===== src/rtl/mem_if_pkg.sv =====
// Shared encodings and defaults for the data-memory initiator and its lane unit.
package mem_if_pkg;

  typedef enum logic [1:0] {
    SZ_BYTE = 2'd0,
    SZ_HALF = 2'd1,
    SZ_WORD = 2'd2,
    SZ_ILL  = 2'd3
  } size_e;

  typedef enum logic [2:0] {
    ST_IDLE,
    ST_RD,
    ST_RD_WAIT,
    ST_WR,
    ST_WR_WAIT,
    ST_RESP
  } state_e;

  localparam int unsigned DEF_TIMEOUT_CYCLES = 16;
  localparam int unsigned DEF_MEM_WORDS      = 4029;

  // Alignment rule for a request; illegal size is reported as misaligned too.
  function automatic logic misaligned(input size_e size, input logic [1:0] lo);
    case (size)
      SZ_BYTE: misaligned = 1'b0;
      SZ_HALF: misaligned = lo[0];
      SZ_WORD: misaligned = |lo;
      default: misaligned = 1'b1;
    endcase
  endfunction

endpackage


===== src/rtl/mem_lane_unit.sv =====
// Little-endian lane extraction with sign/zero extension, and sub-word store merge.
module mem_lane_unit
  import mem_if_pkg::*;
(
  input  size_e       size,
  input  logic        sign_ext,
  input  logic [1:0]  lane,
  input  logic [31:0] wdata,
  input  logic [31:0] rdata,
  output logic [31:0] load_data,
  output logic [31:0] merged
);

  logic [7:0]  byte_v;
  logic [15:0] half_v;

  always_comb begin
    byte_v    = rdata[{lane, 3'b000} +: 8];
    half_v    = rdata[{lane[1], 4'b0000} +: 16];
    load_data = '0;
    merged    = rdata;
    case (size)
      SZ_BYTE: begin
        load_data = {{24{sign_ext & byte_v[7]}}, byte_v};
        merged[{lane, 3'b000} +: 8] = wdata[7:0];
      end
      SZ_HALF: begin
        load_data = {{16{sign_ext & half_v[15]}}, half_v};
        merged[{lane[1], 4'b0000} +: 16] = wdata[15:0];
      end
      SZ_WORD: begin
        load_data = rdata;
        merged    = wdata;
      end
      default: ;
    endcase
  end

endmodule


===== src/rtl/mem_initiator.sv =====
// CPU load/store to word-addressed memory initiator: single-cycle strobes,
// rdy handshake with timeout, read-modify-write for sub-word stores.
module mem_initiator
  import mem_if_pkg::*;
#(
  parameter int unsigned MEM_WORDS      = DEF_MEM_WORDS,
  parameter int unsigned TIMEOUT_CYCLES = DEF_TIMEOUT_CYCLES
) (
  input  logic        clk,
  input  logic        rst,
  input  logic        req_valid,
  output logic        req_ready,
  input  logic        req_we,
  input  logic [1:0]  req_size,
  input  logic        req_signed,
  input  logic [31:0] req_addr,
  input  logic [31:0] req_wdata,
  output logic        resp_valid,
  output logic [31:0] resp_rdata,
  output logic        resp_err,
  output logic        mem_re,
  output logic        mem_we,
  output logic [31:0] mem_address,
  output logic [31:0] mem_data_w,
  input  logic [31:0] mem_data_r,
  input  logic        mem_rdy
);

  localparam int unsigned CW          = $clog2(TIMEOUT_CYCLES + 1);
  localparam logic [31:0] MEM_WORDS_W = 32'(MEM_WORDS);

  state_e      state, state_n;
  logic        accept, bad_req, timed_out;
  logic [31:0] word_idx;
  logic        we_q, signed_q, err_q;
  size_e       size_q;
  logic [1:0]  lane_q;
  logic [31:0] wdata_q, rdata_q;
  logic [31:0] load_data, merged;
  logic [CW-1:0] wait_cnt;

  assign word_idx  = {2'b00, req_addr[31:2]};
  assign bad_req   = misaligned(size_e'(req_size), req_addr[1:0]) || (word_idx >= MEM_WORDS_W);
  assign req_ready = (state == ST_IDLE) && !rst;
  assign accept    = req_valid && req_ready;
  assign timed_out = (wait_cnt == CW'(TIMEOUT_CYCLES - 1));

  assign mem_re     = (state == ST_RD);
  assign mem_we     = (state == ST_WR);
  assign resp_valid = (state == ST_RESP);
  assign resp_err   = err_q;
  assign resp_rdata = rdata_q;

  mem_lane_unit u_lane (
    .size      (size_q),
    .sign_ext  (signed_q),
    .lane      (lane_q),
    .wdata     (wdata_q),
    .rdata     (mem_data_r),
    .load_data (load_data),
    .merged    (merged)
  );

  always_comb begin
    state_n = state;
    case (state)
      ST_IDLE: begin
        if (accept) begin
          if (bad_req)                                         state_n = ST_RESP;
          else if (!req_we || size_e'(req_size) != SZ_WORD)    state_n = ST_RD;
          else                                                 state_n = ST_WR;
        end
      end
      ST_RD:      state_n = ST_RD_WAIT;
      ST_RD_WAIT: begin
        if (mem_rdy)        state_n = we_q ? ST_WR : ST_RESP;
        else if (timed_out) state_n = ST_RESP;
      end
      ST_WR:      state_n = ST_WR_WAIT;
      ST_WR_WAIT: if (mem_rdy || timed_out) state_n = ST_RESP;
      ST_RESP:    state_n = ST_IDLE;
      default:    state_n = ST_IDLE;
    endcase
  end

  always_ff @(posedge clk) begin
    if (rst) state <= ST_IDLE;
    else     state <= state_n;
  end

  always_ff @(posedge clk) begin
    if (rst) begin
      we_q        <= 1'b0;
      signed_q    <= 1'b0;
      size_q      <= SZ_BYTE;
      lane_q      <= '0;
      wdata_q     <= '0;
      err_q       <= 1'b0;
      rdata_q     <= '0;
      mem_address <= '0;
      mem_data_w  <= '0;
      wait_cnt    <= '0;
    end else begin
      case (state)
        ST_IDLE: begin
          if (accept) begin
            we_q        <= req_we;
            signed_q    <= req_signed;
            size_q      <= size_e'(req_size);
            lane_q      <= req_addr[1:0];
            wdata_q     <= req_wdata;
            err_q       <= bad_req;
            rdata_q     <= '0;
            mem_address <= word_idx;
            mem_data_w  <= req_we ? req_wdata : '0;
          end
        end
        ST_RD, ST_WR: wait_cnt <= '0;
        // RMW: the merged word replaces mem_data_w only after RD_WAIT completes,
        // so the write strobe that follows already sees it.
        ST_RD_WAIT: begin
          if (mem_rdy) begin
            if (we_q) mem_data_w <= merged;
            else      rdata_q    <= load_data;
          end else if (timed_out) begin
            err_q   <= 1'b1;
            rdata_q <= '0;
          end else begin
            wait_cnt <= wait_cnt + 1'b1;
          end
        end
        ST_WR_WAIT: begin
          if (!mem_rdy) begin
            if (timed_out) err_q    <= 1'b1;
            else           wait_cnt <= wait_cnt + 1'b1;
          end
        end
        ST_RESP: begin
          err_q   <= 1'b0;
          rdata_q <= '0;
        end
        default: ;
      endcase
    end
  end

endmodule


===== config.mk =====
export PLATFORM = sky130hd
export DESIGN_NAME = mem_initiator
export DESIGN_NICKNAME = d
export VERILOG_FILES = /design/src/rtl/mem_if_pkg.sv /design/src/rtl/mem_lane_unit.sv /design/src/rtl/mem_initiator.sv
export SDC_FILE = /design/constraint.sdc
export NUM_CORES = 1
export LEC_CHECK = 0
export CORE_MARGIN = 2
export CORE_UTILIZATION = 44
export CTS_CLUSTER_DIAMETER = 150
export DETAILED_ROUTE_END_ITERATION = 16
export PLACE_DENSITY = 0.77
export SLEW_MARGIN = 10
export SYNTH_ARGS = -nofsm -noshare
export SYNTH_HDL_FRONTEND = slang
export SYNTH_SLANG_ARGS = --single-unit

===== constraint.sdc =====
create_clock -name clk -period 2.04 [get_ports clk]
set_input_delay 0.306 -clock clk [delete_from_list [all_inputs] [get_ports clk]]
set_output_delay 0.306 -clock clk [all_outputs]
set_load 0.05 [all_outputs]

==> results.toml <==
[routing]
wl_per_cell_um = 19.1
wl_mm = 25.8
ant_nets = 0
vias = 8048
drc = 0
dr.pass1.iters = 5
drt-initial-drc-count = 846
vias_per_cell = 5.97

[clocking]
cts_made_buffers = 17
cts_tree = "built"
cts-root-buf = "clkbuf_16"
insertion_delay_ps = 430
cts_buffer_depth = 2
clkTransAtPathRegs_ps = 60
clock-sinks = 141
htreeDepth = 4
hold_buffers = 0

[synth]
synth-edff-count = 0
synth_area_leaders = "dfxtp_1, nand2_1, nand3_1, a221oi_1, o21ai_0"
synth_common_cells = "nand2_1, dfxtp_1, nand3_1"
ys_ff_latch = 141
yosysMostFrequentCell = "nand2_1"
syn_area_um2 = 7380
yosysUniqueCellTypes = 68
yosysSeqAreaShare_pct = 38.2
synth-warning-count = 0
async_flop_share_pct = 0
postSynthAreaPerCell_um2 = 8.10
synthCells = 912
synth_ff_type = "dfxtp_1"
yosysTopAreaCellShare_pct = 38.2
synth_top_area_cell = "dfxtp_1"

[worst_setup_path]
required_ps = 2390
path_class = "reg2reg"
end_kind = "flip-flop"
start_kind = "flip-flop"
cpMaxStageDelayCell = "o21ai_1"
crit_fanout = 25
max_stage_delay_ps = 620
critPathArrivalTime_ps = 2330
crit_path_cell_trace = "or2_1, o21ai_1, a221oi_1, o31ai_1"

[cells_and_area]
drive_gt1_share_pct = 12.5
syn2layout_area_growth_pct = 44.7
antenna_cells = 0
layout.nets = 1227

[hold_path]
min_path_type = "in2reg"

[global_routing]
grt_max_degree = 69
track_usage_pct = 28.7
overflow = 0
grt_pass1_vias = 7554
grt_pass1_wl_mm = 40.3
grt_antenna_before_repair = 0

[floorplanning]
floorplan.rows = 47
die_h_um = 134
core_um2 = 16500
start_util_pct = 44.8
dieArea_um2 = 17800
die_x_um = 134
ios = 205

[placement]
hpwl_mm = 18.4
place_congestion = 0.987
port_buffers = 202

[timing]
relSlewSlack_pct = 50.3
fin_crit_sh_pct = 97.3
fin_skew_ps = 7.44
slew_viol_final = 0
fmax_mhz = 504
hold_slack_ps = 355
finalHoldViolations = 0
worstMarginPinSlew_ps = 741
setup_violations = 0
rsz0062_at_grt = "no"
fin_crit_ps = 1990

[pwr]
power_density_nw_per_um2 = 900
power.leakage_uw = 0.00407
p_total_uw = 9610
ir_worst_vdd_mv = 0.745

[run]
max-cap-violations = 0

[outcome]
status = "completed"
final timing paths:
path / from / endpoint / slack (ps) / cells past startpoint
min: rst / wait_cnt[1]$_SDFFE_PP0P_ / 360 / 3
max reg2reg: size_q[0]$_SDFFE_PP0P_ / mem_data_w[2]$_SDFFE_PP0P_ / 50 / 4
max: size_q[0]$_SDFFE_PP0P_ / mem_data_w[2]$_SDFFE_PP0P_ / 50 / 4
min reg2reg: mem_address[19]$_SDFFE_PP0P_ / mem_address[19]$_SDFFE_PP0P_ / 450 / 2
stage by stage:
stage	TNS, ps	area, um^2	util, %	worst slack (ps)	instances
finish	0	10700	64.9	54.4	1349
global route	0	10700	64.9	12.7	1349
CTS	0	10600	64.2	16.0	1345
detailed placement	-300	9950	60.4	-114	1313
global placement	-35.8	9950	60.4	-27.7	1313
floorplan	-136	7440	-	-22.3	913
state kept, by name, indices dropped and copies added, names as in the netlist:
register	flops
lane_q	2
mem_address	30
mem_data_w	32
resp_err	1
resp_rdata	32
signed_q	1
size_q	2
state	3
wait_cnt	5
wdata_q	32
we_q	1
cell type report:
| cell class | count | area, um^2 |
|---|---|---|
| sequential | 141 | 2830 |
| timing repair buffer | 266 | 2680 |
| tap | 220 | 275 |
| fill | 1401 | 5780 |
| multi-input combinational | 668 | 4190 |
| inverter | 22 | 82.6 |
| clock inverter | 13 | 179 |
| clock buffer | 19 | 443 |
cell families (layout without fill, tap and decap cells):
logic type | Yosys count | in the layout | share of synthesized area (%)
DFF | 141 | 141 | 38.2
muxes | 28 | 28 | 4.12
buffers and inverters | 104 | 320 | 6.32
AOI/OAI and AO/OA | 262 | 262 | 26.3
adders and majority gates | 7 | 7 | 1.19
xor gates and xnor gates | 1 | 1 | 0.119
other | 1 | 2 | 0.0508
and+or+nand+nor | 368 | 368 | 23.7
report_power, final:
| part | internal, uW | switching (uW) |
|---|---|---|
| sequential | 3020 | 262 |
| clock | 1980 | 1290 |
| combinational | 1210 | 1850 |
routing by layer:
metal  global-route usage (%)  vias to the layer above  routed length [um]
met3                     8.75                       88                2590
met2                     44.1                      433               11700
met1                     36.2                     3758               10300
met5                        0                        -                   0
met4                     15.0                        0                1190
li1                         -                     3769                   -
worst max-delay path: cells and delay by family (launching register included):
family / cells / cell delay (ps)
simple gates: 1 / 360
compound gates: 3 / 1090
flops: 1 / 450
timing repair:
item	CTS	global route
hold endpoints to repair	0	0
pin swaps	0	4
gates resized for setup	1	17
setup endpoints to repair	1	52
buffers inserted	0	3
gates cloned	0	1
cell usage in the layout, fill, tap and decap left out, types with 4 or more instances in the layout:
cell type        instances
clkdlybuf4s50_1        197
nand2_1                171
dfxtp_1                138
nand3_1                 81
buf_4                   52
o21ai_0                 39
a21oi_1                 34
nor2_1                  27
a221oi_1                24
o31ai_1                 24
nor2b_1                 20
inv_1                   19
a22o_1                  19
o2bb2ai_1               19
mux2i_1                 18
a211oi_1                18
clkbuf_16               18
a31oi_1                 15
buf_12                  14
a311oi_1                12
o32ai_1                 10
nor3_1                  10
a21o_1                  10
mux2_2                   9
nand2b_1                 8
a32o_1                   6
nor3b_1                  5
nor4_1                   5
a21boi_0                 5
and2_1                   4
nand3b_1                 4
a221o_1                  4
and3b_1                  4
(Power assumes the default switching activity.)
